**config.mk**
```make
export PLATFORM = sky130hd
export DESIGN_NAME = spi_slave_cfg
export DESIGN_NICKNAME = d
export VERILOG_FILES = /design/src/rtl/spi_slave_pkg.sv /design/src/rtl/spi_shift_reg.sv /design/src/rtl/spi_slave_cfg.sv
export SDC_FILE = /design/constraint.sdc
export NUM_CORES = 1
export LEC_CHECK = 0
export BUFFER_PORTS_ARGS = -buffer_cell sky130_fd_sc_hd__clkbuf_2
export CORE_UTILIZATION = 52
export CTS_BUF_LIST = sky130_fd_sc_hd__clkbuf_2 sky130_fd_sc_hd__clkbuf_4 sky130_fd_sc_hd__clkbuf_8
export DETAILED_ROUTE_END_ITERATION = 12
export PLACE_DENSITY = 0.84
export REMOVE_ABC_BUFFERS = 1
export SLEW_MARGIN = 0
export SYNTH_ARGS = -nofsm -noshare
export SYNTH_HDL_FRONTEND = slang
export SYNTH_SLANG_ARGS = --single-unit
```
**constraint.sdc**
```tcl
create_clock -name clk -period 3.15 [get_ports clk]
set_clock_uncertainty 0.15 [all_clocks]
set_input_delay 0.315 -clock clk [delete_from_list [all_inputs] [get_ports clk]]
set_output_delay 0.315 -clock clk [all_outputs]
set_load 0.02 [all_outputs]
```
**src/rtl/spi_slave_pkg.sv**
```systemverilog
// Shared types and encodings for the SPI-to-RAM slave front-end.
package spi_slave_pkg;

   // Slave FSM states
   typedef enum logic [2:0] {
      ST_IDLE,
      ST_CHK_CMD,
      ST_WRITE,
      ST_READ_ADD,
      ST_READ_DATA,
      ST_WAIT_TX,
      ST_TX,
      ST_DONE
   } state_e;

   // Command prefixes (CMD_W = 2); MSB selects write(0)/read(1)
   localparam logic [1:0] CMD_WR_ADDR = 2'b00;
   localparam logic [1:0] CMD_WR_DATA = 2'b01;
   localparam logic [1:0] CMD_RD_ADDR = 2'b10;
   localparam logic [1:0] CMD_RD_DATA = 2'b11;

   // States in which SS_n rising is treated as an aborted frame
   function automatic logic in_frame(input state_e s);
      return s inside {ST_CHK_CMD, ST_WRITE, ST_READ_ADD, ST_READ_DATA, ST_WAIT_TX, ST_TX};
   endfunction

endpackage

```
**src/rtl/spi_shift_reg.sv**
```systemverilog
// Parallel-load shift register, MSB-first, with bit down-counter and last flag.
module spi_shift_reg #(
   parameter int unsigned WIDTH = 8
) (
   input  logic             clk,
   input  logic             rst_n,
   input  logic             load,
   input  logic [WIDTH-1:0] load_data,
   input  logic             shift_en,
   input  logic             ser_in,
   output logic [WIDTH-1:0] word_c,
   output logic             msb,
   output logic             last_c
);

   localparam int unsigned CNT_W = $clog2(WIDTH);

   logic [WIDTH-1:0] data_q;
   logic [CNT_W-1:0] cnt_q;

   // Load reloads the counter; shift moves one bit toward the MSB
   always_ff @(posedge clk or negedge rst_n) begin
      if (!rst_n) begin
         data_q <= '0;
         cnt_q  <= CNT_W'(WIDTH - 1);
      end else if (load) begin
         data_q <= load_data;
         cnt_q  <= CNT_W'(WIDTH - 1);
      end else if (shift_en) begin
         data_q <= word_c;
         cnt_q  <= cnt_q - CNT_W'(1);
      end
   end

   assign word_c = {data_q[WIDTH-2:0], ser_in};
   assign msb    = data_q[WIDTH-1];
   assign last_c = (cnt_q == '0);

endmodule

```
**src/rtl/spi_slave_cfg.sv**
```systemverilog
// SPI slave front-end: deserialises command words, serialises read data on MISO.
module spi_slave_cfg
   import spi_slave_pkg::*;
#(
   parameter  int unsigned DATA_W = 8,
   parameter  int unsigned CMD_W  = 2,
   localparam int unsigned RX_W   = CMD_W + DATA_W
) (
   input  logic              clk,
   input  logic              rst_n,
   input  logic              SS_n,
   input  logic              MOSI,
   output logic              MISO,
   output logic [RX_W-1:0]   rx_data,
   output logic              rx_valid,
   input  logic [DATA_W-1:0] tx_data,
   input  logic              tx_valid,
   output logic              frame_err,
   output logic              busy
);

   state_e state_q;
   logic   rd_pending_q;

   logic              abort_c;
   logic              in_data_c;
   logic              rx_load_c;
   logic              rx_shift_c;
   logic              tx_load_c;
   logic              tx_shift_c;
   logic [DATA_W-1:0] tx_load_data_c;

   logic [RX_W-1:0]   rx_word_c;
   logic              rx_last_c;
   logic              rx_msb_unused;
   logic [DATA_W-1:0] tx_word_unused;
   logic              tx_last_c;

   // Shift-register controls derived from the current state and pins
   always_comb begin
      abort_c        = SS_n && in_frame(state_q);
      in_data_c      = state_q inside {ST_WRITE, ST_READ_ADD, ST_READ_DATA};
      rx_load_c      = 1'b0;
      rx_shift_c     = 1'b0;
      tx_load_c      = 1'b0;
      tx_shift_c     = 1'b0;
      tx_load_data_c = '0;

      if (abort_c || state_q == ST_IDLE) begin
         rx_load_c = 1'b1;
      end else if (state_q == ST_CHK_CMD) begin
         rx_shift_c = 1'b1;
      end else if (in_data_c) begin
         if (rx_last_c) rx_load_c  = 1'b1;
         else           rx_shift_c = 1'b1;
      end

      // The TX register MSB drives MISO, so it is cleared whenever TX ends
      if (abort_c) begin
         tx_load_c = 1'b1;
      end else if (state_q == ST_WAIT_TX && tx_valid) begin
         tx_load_c      = 1'b1;
         tx_load_data_c = tx_data;
      end else if (state_q == ST_TX) begin
         if (tx_last_c) tx_load_c  = 1'b1;
         else           tx_shift_c = 1'b1;
      end
   end

   // Receive deserialiser: command bit plus remaining RX_W-1 bits
   spi_shift_reg #(.WIDTH(RX_W)) u_rx_sr (
      .clk       (clk),
      .rst_n     (rst_n),
      .load      (rx_load_c),
      .load_data ('0),
      .shift_en  (rx_shift_c),
      .ser_in    (MOSI),
      .word_c    (rx_word_c),
      .msb       (rx_msb_unused),
      .last_c    (rx_last_c)
   );

   // Transmit serialiser: MSB is the registered MISO bit
   spi_shift_reg #(.WIDTH(DATA_W)) u_tx_sr (
      .clk       (clk),
      .rst_n     (rst_n),
      .load      (tx_load_c),
      .load_data (tx_load_data_c),
      .shift_en  (tx_shift_c),
      .ser_in    (1'b0),
      .word_c    (tx_word_unused),
      .msb       (MISO),
      .last_c    (tx_last_c)
   );

   // Frame FSM with registered status and handshake outputs
   always_ff @(posedge clk or negedge rst_n) begin
      if (!rst_n) begin
         state_q      <= ST_IDLE;
         rd_pending_q <= 1'b0;
         rx_data      <= '0;
         rx_valid     <= 1'b0;
         frame_err    <= 1'b0;
         busy         <= 1'b0;
      end else begin
         rx_valid  <= 1'b0;
         frame_err <= 1'b0;
         if (abort_c) begin
            state_q   <= ST_IDLE;
            frame_err <= 1'b1;
            busy      <= 1'b0;
         end else begin
            case (state_q)
               ST_IDLE: begin
                  if (!SS_n) begin
                     state_q <= ST_CHK_CMD;
                     busy    <= 1'b1;
                  end
               end
               ST_CHK_CMD: begin
                  if (!MOSI)             state_q <= ST_WRITE;
                  else if (rd_pending_q) state_q <= ST_READ_DATA;
                  else                   state_q <= ST_READ_ADD;
               end
               ST_WRITE, ST_READ_ADD, ST_READ_DATA: begin
                  if (rx_last_c) begin
                     rx_data  <= rx_word_c;
                     rx_valid <= 1'b1;
                     if (state_q == ST_READ_DATA) begin
                        state_q <= ST_WAIT_TX;
                     end else begin
                        state_q <= ST_DONE;
                        if (state_q == ST_READ_ADD) rd_pending_q <= 1'b1;
                     end
                  end
               end
               ST_WAIT_TX: begin
                  if (tx_valid) state_q <= ST_TX;
               end
               ST_TX: begin
                  if (tx_last_c) begin
                     rd_pending_q <= 1'b0;
                     state_q      <= ST_DONE;
                  end
               end
               ST_DONE: begin
                  if (SS_n) begin
                     state_q <= ST_IDLE;
                     busy    <= 1'b0;
                  end
               end
               default: begin
                  state_q <= ST_IDLE;
                  busy    <= 1'b0;
               end
            endcase
         end
      end
   end

endmodule
```
# Word level (Yosys, flattened, before mapping)
# Cells that the tools add are included.
# totals
elab_cells	94
reg_bits	41
inputBits	13
out_inout_bits	14
# classes
reduce_logical	17
n_bitwise	1
add_sub_neg	2
eq_ne	16
n_mux	48
# ops
op	n
$mux 8	4
$mux 3	10
$mux 1	26
$mux 9	2
$pmux 3 s6	1
$ne 3x3->1 const B	5
$eq 3x3->1 const B	4
$mux 4	2
$ne 2x2->1 const B	4
$eq 3x2->1 const B	2
$logic_not 3->1	2
$reduce_and 3->1	2
$reduce_and 6->1	1
$reduce_bool 2->1	3
$reduce_bool 3->1	2
$reduce_bool 6->1	1
$reduce_and 5->1	1
$logic_not 4->1	1
$pmux 1 s2	2
$sub 4x1->4 const B	1
$eq 3x1->1 const B	1
$reduce_or 3->1	1
$sub 3x1->3 const B	1
$logic_and 1x1->1	2
other kinds (3)	3

# Logic depth before layout (Yosys ltp)
# Gate-level depths: netlist (run 1).
# logic_depth
depth_word	7
mapped_depth	8
depth_no_buf	7

# Modules after synthesis
# Synthesis (run 1) repeated with hierarchy kept, for this count alone.
# unflattened
hier_cells	217
area_unflattened_um2	2298.5
# by_module_without_submodules
module	seq_area_each_um2	area_per_inst_um2	n_inst	cells_per_inst
spi_slave_cfg	425.4	992.2	1	99
spi_shift_reg (u_rx_sr)	352.8	726.9	1	66
spi_shift_reg (u_tx_sr)	279.0	579.3	1	52

# Worst setup path before layout (run 1)
# No wires, ideal clock.
# synth_path
kind	register to register
from	reg state_q[1]
to	reg rx_data[0]
setup_time_ps	125
period_less_slack_ps	1957
slack_ps	1193
t_arrival_ps	1682
stages_incl_launch_ff	8
required_ps	2875
path_buffers	2
path_cell_list	dfrtp_1 > buf_6 > or3_1 > nand3_1 > inv_1 > nor2_1 > buf_4 > mux2_2
# synth_via
elab_chain_len	5
elab_cells_between_ends	11
classes_between	6 x eq/ne; 1 x bitwise; 4 x reduce/logical
# synth_rtl
item	line_no	text
start, declared	spi_slave_cfg.sv:22	state_e state_q;
start signal, assigned	spi_slave_cfg.sv:99	state_q <= ST_IDLE;
start signal, assigned	spi_slave_cfg.sv:109	state_q <= ST_IDLE;
start signal, assigned	spi_slave_cfg.sv:116	state_q <= ST_CHK_CMD;
$eq 3x1->1 (tied with other cells)	spi_slave_pkg.sv:24	return s inside {ST_CHK_CMD, ST_WRITE, ST_READ_ADD, ST_READ_DATA, ST_WAIT_TX, ST_TX};
$reduce_bool 6->1 *	spi_slave_pkg.sv:24	
$logic_and 1x1->1 *	spi_slave_cfg.sv:41	abort_c = SS_n && in_frame(state_q);
net abort_c	spi_slave_cfg.sv:25	logic abort_c;
$not 1->1 (no source line) *	n/a	
$reduce_and 3->1 (no source line) *	n/a	
end signal, assigned	spi_slave_cfg.sv:127	rx_data <= rx_word_c;
end, declared	spi_slave_cfg.sv:14	output logic [RX_W-1:0] rx_data,
# The timed path passes the listed nets; every way through them passes the cells marked *.
# A chain may end at the register's enable or synchronous reset.

# Worst setup path after layout (run 1)
# layout_path
from	reg state_q[2]
to	reg u_rx_sr.data_q[1]
# layout_via
elab_chain_len	6
elab_cells_between_ends	19
classes_between	6 x eq/ne; 7 x mux; 6 x reduce/logical
# layout_rtl
item	line_no	text
$eq 3x2->1 (tied with other cells)	spi_slave_pkg.sv:24, spi_slave_cfg.sv:42	
$reduce_bool 3->1 or $reduce_bool 6->1 (tied branches)	spi_slave_cfg.sv:42, spi_slave_pkg.sv:24	
$mux 1 or $logic_and 1x1->1 (tied branches)	spi_slave_cfg.sv:53, spi_slave_cfg.sv:41	
$mux 1 or $logic_or 1x1->1 (tied branches)	spi_slave_cfg.sv:51, spi_slave_cfg.sv:49	
$mux 1	spi_slave_cfg.sv:49	if (abort_c || state_q == ST_IDLE) begin
$mux 9 or $reduce_bool 2->1 (tied branches)	n/a	
end signal, assigned	spi_shift_reg.sv:27	data_q <= load_data;
end signal, assigned	spi_shift_reg.sv:30	data_q <= word_c;
end, declared	spi_shift_reg.sv:18	logic [WIDTH-1:0] data_q;
# Several ways; a longest one is shown, not always the timed one.

==> run metrics, run 1 <==
vias in the first global route=1,426; most frequent cells after synthesis=36 x dfrtp_1, 17 x nand2_1, 10 x a22o_1, 10 x mux2_2, 9 x inv_1; DR iter-0 viols=66; wire per inst=14.7 µm; worst slew pin tran=966 ps; RSZ-0062 raised after global routing=false; Die Span X=63.2 µm; number of buffers added on ports=26; I/O Pins=27; Final setup viols=0; Die Ht=63.2 µm; Achievable Freq=402 MHz; pin count of the biggest net entering global routing=42; Final Wtd Congestion=0.811; crit start category=flip-flop; EDFF count, synth=0; n_diodes=0; type of destination of the critical path=flip-flop; final net count=214; core area=0.00347 mm²; register area share after synthesis=0.529; GRT Overall Usage=0.206; CTS Buffer Depth=2; biggest area consumer among synthesized cells=dfrtp_1; Syn Area/Cell=11.2 µm²; Synth top area share=0.462; status=finished clean; clock slew at reported path FFs=80 ps; vias per cell=5.77; CTS resizes=0; Final Hold Viols=0; # H-tree levels=2; GRT overflow=0; relative slew slack=0.356; share of cells above drive strength 1=0.278; VDD IR-drop max=604 µV; Netlist cell types=42; CTS Hold Bufs=0; CTS buffer count=5; DR vias=1,408; Tmin final=2490 ps; setup TNS=0 ps; MaxCap Viol Count=0; antenna viol nets, final=0; FP Rows=21; Leak Pwr=1.08 nW; first-pass GRT wire length=6450 µm; post-route cell area=0.00220 mm²; Synth Instances=174; clock latency at the later pin of the worst-skew pair=290 ps; DR pass1 iterations=4; Synth Flop Type=dfrtp_1; Root Buffer=clkbuf_8; Post-route DRC=0; Netlist Area Pre-Place=0.00195 mm²; TritonCTS clock tree=yes; area grow syn2layout=13.0%; die area=0.00400 mm²; most common cell in the synthesized netlist=dfrtp_1; Final Cycle Share=0.789; Hold Crit Class=in -> async; Synth area leaders=dfrtp_1 46%, dfstp_2 6.7%, mux2_2 5.8%; initial antenna violation count=0; hpwl dp=2530 µm; initial core utilization=0.562; Max Transition Viols Final=0; CP arrival=2570 ps; Worst Path Required=3230 ps; final WL=3600 µm; ys async rst share=1.00; crit path kind=reg -> reg; Ys Warns=0; #FFs+latches synth=41; maximum fanout along the worst path=18; # clock sinks=41; dpl cell area=0.00208 mm²; Post-CTS Repair Setup Buffers=0; Pwr Density=790 mW/mm²
-- worst max-delay path, stage by stage, from the launching register on --
cell and delay (ps):
dfrtp_1 680, or3b_1 420, a21oi_1 250, a21oi_1 70, nor2b_1 610, a22o_1 240
-- layout by cell type, fill, tap and decap left out, drive strengths merged, types with 2 or more instances in the layout --
cell type	count
a21oi	6
a22o	10
a2bb2oi	7
a32o	2
buf	2
clkbuf	32
dfrtp	36
dfstp	5
ha	4
inv	9
maj3	2
mux2	10
mux2i	3
nand2	17
nand2b	2
nand3	7
nand3b	2
nor2	6
nor2b	2
nor3	2
nor3b	2
o21ai	8
or3b	2
xnor2	3
xor2	2
-- cells by family after synthesis --
logic type | after synthesis | share of synthesized area
AO/OA/AOI/OAI | 40 | 0.156
XOR/XNOR | 5 | 0.0225
adder cells (fa/ha/maj) | 6 | 0.0366
buffers and inverters | 21 | 0.0526
flip-flops | 41 | 0.529
multiplexers | 13 | 0.0731
AND/OR/NAND/NOR | 48 | 0.130
-- registers in the layout, indices dropped and copies added (netlist names) --
register and count:
u_rx_sr.cnt_q 4, rd_pending_q 1, rx_data 10, frame_err 1, busy 1, u_rx_sr.data_q 9, u_tx_sr.data_q 8, state_q 3
rx_valid 1, u_tx_sr.cnt_q 3
-- cell type report --
type	instances	area [µm²]
fillers	284	1260
flip-flops and latches	41	1030
multi-input cells	112	816
repair buffers	28	145
clock buffers	6	82.6
well taps	46	57.6
clock inverters	2	37.5
inverters	9	33.8
-- through the flow --
stage / util / setup slack, ps / power [mW] / hold WS (ps) / std cells
after floorplan: - / 873 / 1.15 / -131 / 162
after global placement: 0.601 / 852 / 1.27 / 330 / 236
after detailed placement: 0.601 / 684 / 1.31 / 343 / 236
after CTS: 0.636 / 671 / 1.75 / 49.8 / 244
after global routing: 0.636 / 477 / 1.84 / 98.3 / 244
final: 0.636 / 664 / 1.74 / 15.6 / 244
-- path summary, 6_finish.rpt --
path                       depth (start not counted)                end              from  slack, ps
hold reg to reg                                    2   u_tx_sr.cnt_q[1]  u_tx_sr.cnt_q[1]        350
setup reg to reg                                   5  u_rx_sr.data_q[1]        state_q[2]        660
max in group asynchronous                          1  u_rx_sr.data_q[4]             rst_n       2250
min in group clk                                   3  u_tx_sr.data_q[3]        tx_data[3]         90
setup / recovery                                   5  u_rx_sr.data_q[1]        state_q[2]        660
hold / removal                                     1   u_rx_sr.cnt_q[2]             rst_n         20
-- layer usage --
metal	up-vias	wire [µm]	global-route usage
met2	35	1820	0.356
met1	701	1580	0.252
li1	663	-	-
met3	9	120	0.0380
met4	0	72	0.0824
met5	-	0	0
-- power breakdown --
part | internal (mW) | switching (mW)
clock network | 0.258 | 0.186
registers | 0.646 | 0.128
logic | 0.238 | 0.286
total | 1.14 | 0.600
Power figures use the tool's default switching activity.
==> run 2, diff against run 1 <==
--- a/config.mk
+++ b/config.mk
@@ -9,7 +9,7 @@
 export CORE_UTILIZATION = 52
 export CTS_BUF_LIST = sky130_fd_sc_hd__clkbuf_2 sky130_fd_sc_hd__clkbuf_4 sky130_fd_sc_hd__clkbuf_8
 export DETAILED_ROUTE_END_ITERATION = 12
-export PLACE_DENSITY = 0.84
+export PLACE_DENSITY = 0.87
 export REMOVE_ABC_BUFFERS = 1
 export SLEW_MARGIN = 0
 export SYNTH_ARGS = -nofsm -noshare
==> constraint.sdc (replaced) <==
create_clock -name clk -period 2.2 [get_ports clk]
set_clock_uncertainty 0.15 [all_clocks]
set_input_delay 0.22 -clock clk [delete_from_list [all_inputs] [get_ports clk]]
set_output_delay 0.22 -clock clk [all_outputs]
set_load 0.02 [all_outputs]
==> run 2 against run 1 <==
Core utilization increased by 2.5 points; worst setup slack got worse by 560 ps; power is 42% higher; die area unchanged; count of clock-buffer cells in the layout unchanged; final area up 3.9%; via count up 4.9%; sequential share of layout area down 1.7 points; critical path type unchanged; critical endpoint is now rx_data[1].
==> run metrics, run 2 (same netlist as run 1, synthesis figures left out) <==
status=finished clean; Multi-input gate area=821 µm² (+0.61%); CP arrival=2130 ps (-440 ps); initial antenna violation count=0 (unchanged); final net count=226 (+5.6%); relative slew slack=0.655 (+0.299); DR iter-0 viols=107 (+62%); vias per cell=5.77 (about the same); core area=0.00347 mm² (unchanged); Largest regs=rx_data x10, u_rx_sr.data_q x9, u_tx_sr.data_q x8; GRT Overall Usage=0.227 (+0.0215); Final WS setup=99.0 ps (-565 ps); crit start category=flip-flop; # clock sinks=41 (unchanged); Fillers=284 (unchanged); crit path kind=reg -> reg; Pwr Density=1080 mW/mm² (+37%); commonest non-fill, non-tap cell in the layout=dfrtp_1; FP Rows=21 (unchanged); TritonCTS clock tree=yes; MaxCap Viol Count=0 (unchanged); die area=0.00400 mm² (unchanged); DR pass1 iterations=5 (+1); Final Cycle Share=0.955 (+0.166); most frequent cells in the layout=35 x dfrtp_1, 26 x clkbuf_2, 17 x nand2_1; Root Buffer=clkbuf_8; CTS buffer count=5 (unchanged); wire per inst=15.8 µm (+7.0%); Achievable Freq=476 MHz (+18%); final core occ=0.661 (+0.0249); worst slew pin tran=515 ps (-451 ps); clock slew at reported path FFs=80 ps (about the same); Largest Register=rx_data; Hold Crit Class=in -> reg; n_diodes=0 (unchanged); DR vias=1,477 (+4.9%); Worst Path Required=2230 ps (-1000 ps); first-pass GRT wire length=7040 µm (+9.1%); vias in the first global route=1,504 (+5.5%); share of cells above drive strength 1=0.310 (+0.0317); Final Hold Viols=0 (unchanged); VDD IR-drop max=613 µV (+1.5%); Leak Pwr=1.13 nW (+4.7%); Final setup viols=0 (unchanged); Die Ht=63.2 µm (unchanged); # H-tree levels=2 (unchanged); pin count of the biggest net entering global routing=20 (-52%); number of buffers added on ports=26 (unchanged); area grow syn2layout=17.4%; GRT overflow=0 (unchanged); RSZ-0062 raised after global routing=false; Final Wtd Congestion=0.852 (+5.2%); final WL=4040 µm (+12%); setup TNS=0 ps (unchanged); max reg flops=10 (unchanged); Post-route DRC=0 (unchanged); pre-CTS WS=65.2 ps (-619 ps); FF+latch area=0.00103 mm² (+0.12%); Max Transition Viols Final=0 (unchanged); CTS Buffer Depth=2 (unchanged); total power=2.48 mW (+42%); initial core utilization=0.562 (unchanged); Post-CTS Repair Setup Buffers=0 (unchanged); I/O Pins=27 (unchanged); Tmin final=2100 ps (-385 ps); antenna viol nets, final=0 (unchanged); hpwl dp=2810 µm (+11%); Die Span X=63.2 µm (unchanged); clock latency at the later pin of the worst-skew pair=290 ps (about the same); type of destination of the critical path=flip-flop; maximum fanout along the worst path=11 (-7)
==> run 2: metal layers <==
layer	GRT usage	routed length [µm]	vias to the layer above
met2	0.371	1960	57
met1	0.287	1820	727
met3	0.0562	209	8
met5	0	0	-
met4	0.0938	55	0
li1	-	-	685
==> run 2: final cells by class <==
class                   instances  share of cell area
inverters                       9              0.0147
clock inverters                 2             0.00601
flip-flops and latches         41               0.451
repair buffers                 40               0.109
well taps                      46              0.0251
multi-input cells             112               0.358
clock buffers                   6              0.0360
==> run 2: final timing paths <==
kind	start	endpoint	slack (ps)	cells after the start
worst min-delay path	tx_data[6]	u_tx_sr.data_q[6]	5	3
min in group asynchronous	rst_n	state_q[0]	250	2
max in group asynchronous	rst_n	u_tx_sr.cnt_q[0]	1040	3
worst max-delay path	state_q[0]	rx_data[1]	100	6
worst min register to register	u_tx_sr.cnt_q[1]	u_tx_sr.cnt_q[1]	350	2
worst max register to register	state_q[0]	rx_data[1]	100	6
==> run 2: through the flow <==
stage                     std cells  hold slack (ps)  area (µm²)
after global routing            256             25.2        2290
after floorplan                 162             -226        1880
after detailed placement        244             40.9        2140
final                           256             4.98        2290
after global placement          244             35.5        2140
after CTS                       256            0.762        2280
==> run 2: what timing repair did <==
item                                    CTS  global route
hold buffers                              4             0
endpoints found under the setup margin    0            11
hold endpoints to repair                 18             0
resized for setup                         0             3
==> run 2: report_power, final <==
| group | leakage [nW] | switching [mW] | internal, mW | total [mW] |
|---|---|---|---|---|
| Combinational | 0.554 | 0.496 | 0.403 | 0.899 |
| Clock | 0.0512 | 0.260 | 0.254 | 0.514 |
| Sequential | 0.527 | 0.140 | 0.928 | 1.07 |
| Total | 1.13 | 0.896 | 1.59 | 2.48 |
==> run 2: worst max-delay path, stage by stage, from the launching register on <==
cell	delay (ps)
dfrtp_1	460
or3_1	390
nand3_1	150
inv_1	140
nor2_1	170
buf_6	180
mux2_2	350
==> run 3, diff against run 2 <==
--- a/config.mk
+++ b/config.mk
@@ -9,9 +9,10 @@
 export CORE_UTILIZATION = 52
 export CTS_BUF_LIST = sky130_fd_sc_hd__clkbuf_2 sky130_fd_sc_hd__clkbuf_4 sky130_fd_sc_hd__clkbuf_8
 export DETAILED_ROUTE_END_ITERATION = 12
-export PLACE_DENSITY = 0.87
+export PLACE_DENSITY = 0.86
 export REMOVE_ABC_BUFFERS = 1
 export SLEW_MARGIN = 0
 export SYNTH_ARGS = -nofsm -noshare
 export SYNTH_HDL_FRONTEND = slang
+export SYNTH_HIERARCHICAL = 1
 export SYNTH_SLANG_ARGS = --single-unit
==> run 3 against run 2 <==
Critical endpoint is now u_tx_sr/data_q[0]; area after synthesis grew 15%; cell count grew 20%; critical path depth grew 1; worst hold slack gained 78 ps; synthesized cell count grew 22%; via count grew 11%; sequential power is essentially flat; power grew 0.14%.
==> run metrics, run 3 <==
status=finished clean; Max Transition Viols Final=0 (unchanged); Largest Register=rx_data; Post-route DRC=0 (unchanged); CTS buffer count=5 (unchanged); pin count of the biggest net entering global routing=24 (+20%); Final Cycle Share=0.949 (-0.00562); vias per cell=5.36 (-7.2%); dpl cell area=0.00248 mm² (+15%); crit path kind=reg -> reg; vias in the first global route=1,483 (-1.4%); Multi-input gate area=0.00114 mm² (+39%); total power=2.48 mW (+0.14%); n_diodes=0 (unchanged); commonest non-fill, non-tap cell in the layout=dfrtp_1; Syn Area/Cell=10.6 µm² (-5.4%); FP Rows=23 (+9.5%); Die Ht=67.7 µm (+7.1%); Die Span X=67.7 µm (+7.1%); wire per inst=13.9 µm (-12%); maximum fanout along the worst path=7 (-4); initial antenna violation count=0 (unchanged); DR pass1 iterations=4 (-1); RSZ-0062 raised after global routing=false; post-route cell area=0.00264 mm² (+15%); Worst Path Required=2230 ps (about the same); area grow syn2layout=17.3%; Synth Instances=212 (+22%); final net count=273 (+21%); MaxCap Viol Count=0 (unchanged); type of destination of the critical path=flip-flop; clock slew at reported path FFs=80 ps (about the same); Crit Reg-Reg Endpoint=u_tx_sr/data_q[0]; relative slew slack=0.618 (-0.0367); Final setup viols=0 (unchanged); Hold Crit Endpoint=u_tx_sr/data_q[2]; Hold Crit Class=in -> reg; core area=0.00409 mm² (+18%); DR vias=1,644 (+11%); Tmin final=2090 ps (-12.4 ps); clock latency at the later pin of the worst-skew pair=300 ps (about the same); first-pass GRT wire length=7050 µm (+0.18%); CTS Buffer Depth=2 (unchanged); number of buffers added on ports=26 (unchanged); Achievable Freq=479 MHz (+0.59%); final WL=4280 µm (+5.8%); reg2reg start=u_tx_sr/cnt_q[0]; Final Wtd Congestion=0.833 (-2.2%); max reg flops=10 (unchanged); Pwr Density=942 mW/mm² (-13%); # H-tree levels=2 (unchanged); Netlist Area Pre-Place=0.00225 mm² (+15%); most frequent cells in the layout=36 x dfrtp_1, 26 x clkbuf_2, 25 x nand2_1; VDD IR-drop max=542 µV (-12%); crit start category=flip-flop; Ys Warns=6 (+6); initial core utilization=0.550 (-0.0125); CP arrival=2120 ps (about the same); GRT Overall Usage=0.211 (-0.0162); die area=0.00459 mm² (+15%); reg-to-reg slack, setup=110 ps (about the same); Fillers=316 (+11%); DR iter-0 viols=115 (+7.5%); Worst R2R Path Depth=7 (+1); worst slew pin tran=572 ps (+57.0 ps); antenna viol nets, final=0 (unchanged); GRT overflow=0 (unchanged); FF+latch area=0.00103 mm² (-0.12%); Largest regs=rx_data x10, u_rx_sr/data_q x9, u_tx_sr/data_q x8; Hold Path Stages=4 (+1); share of cells above drive strength 1=0.319 (+0.00954); hpwl dp=2900 µm (+3.1%); Hold Startpoint=tx_data[2]; Root Buffer=clkbuf_8; final core occ=0.645 (-0.0154); Final Hold Viols=0 (unchanged); TritonCTS clock tree=yes; # clock sinks=41 (unchanged); I/O Pins=27 (unchanged); Leak Pwr=1.25 nW (+10%)
[run 3: worst max path at each step]
stage	from	cells after the start	to	slack [ps]
after floorplan	u_tx_sr/cnt_q[0]	6	u_tx_sr/data_q[0]	-1190
after global placement	u_rx_sr/cnt_q[1]	6	rx_data[6]	130
after detailed placement	u_rx_sr/cnt_q[1]	6	rx_data[0]	-50
after CTS	u_rx_sr/cnt_q[0]	8	u_rx_sr/cnt_q[1]	40
after global routing	u_tx_sr/cnt_q[0]	7	u_tx_sr/data_q[2]	20
final	u_tx_sr/cnt_q[0]	7	u_tx_sr/data_q[0]	110
[run 3: layout make-up]
cell class / instances / share of cell area
multi-input cells: 155 / 0.432
flip-flops and latches: 41 / 0.392
repair buffers: 42 / 0.103
clock buffers: 5 / 0.0261
well taps: 50 / 0.0237
inverters: 11 / 0.0157
clock inverters: 3 / 0.00854
[run 3: what timing repair did]
item / 4_1_cts / 5_1_grt
hold buffers: 1 / 0
resized for setup: 1 / 9
endpoints found under the setup margin: 12 / 13
buffers inserted: 0 / 1
gates cloned: 0 / 2
hold endpoints to repair: 18 / 0
[run 3: per-stage QoR]
step                      hold slack, ps  setup TNS, ps  instances  worst slack [ps]
after floorplan                     -226         -19450        207             -1190
after global placement              79.9              0        295               129
after detailed placement            86.0           -410        295             -49.2
after CTS                           75.1              0        304              44.6
after global routing                90.3              0        307              20.5
final                               82.5              0        307               111
[run 3: routing by layer]
metal / part of all wire / global-route usage
met1: 0.46 / 0.283
met3: 0.032 / 0.0507
met2: 0.50 / 0.325
met4: 0.0094 / 0.0824
met5: 0 / 0
[run 3: where the power goes]
part | switching (mW) | total (mW) | leakage (nW) | internal, mW
Clock | 0.269 | 0.491 | 0.0364 | 0.222
Combinational | 0.517 | 0.923 | 0.686 | 0.406
Sequential | 0.158 | 1.07 | 0.530 | 0.913
[run 3: worst max-delay path: stages (launching register included)]
cell     delay (ps)
dfstp_2         540
inv_1            40
ha_1            180
ha_1            220
nor4b_4         270
buf_4           230
mux2i_2         260
o21ai_2          80
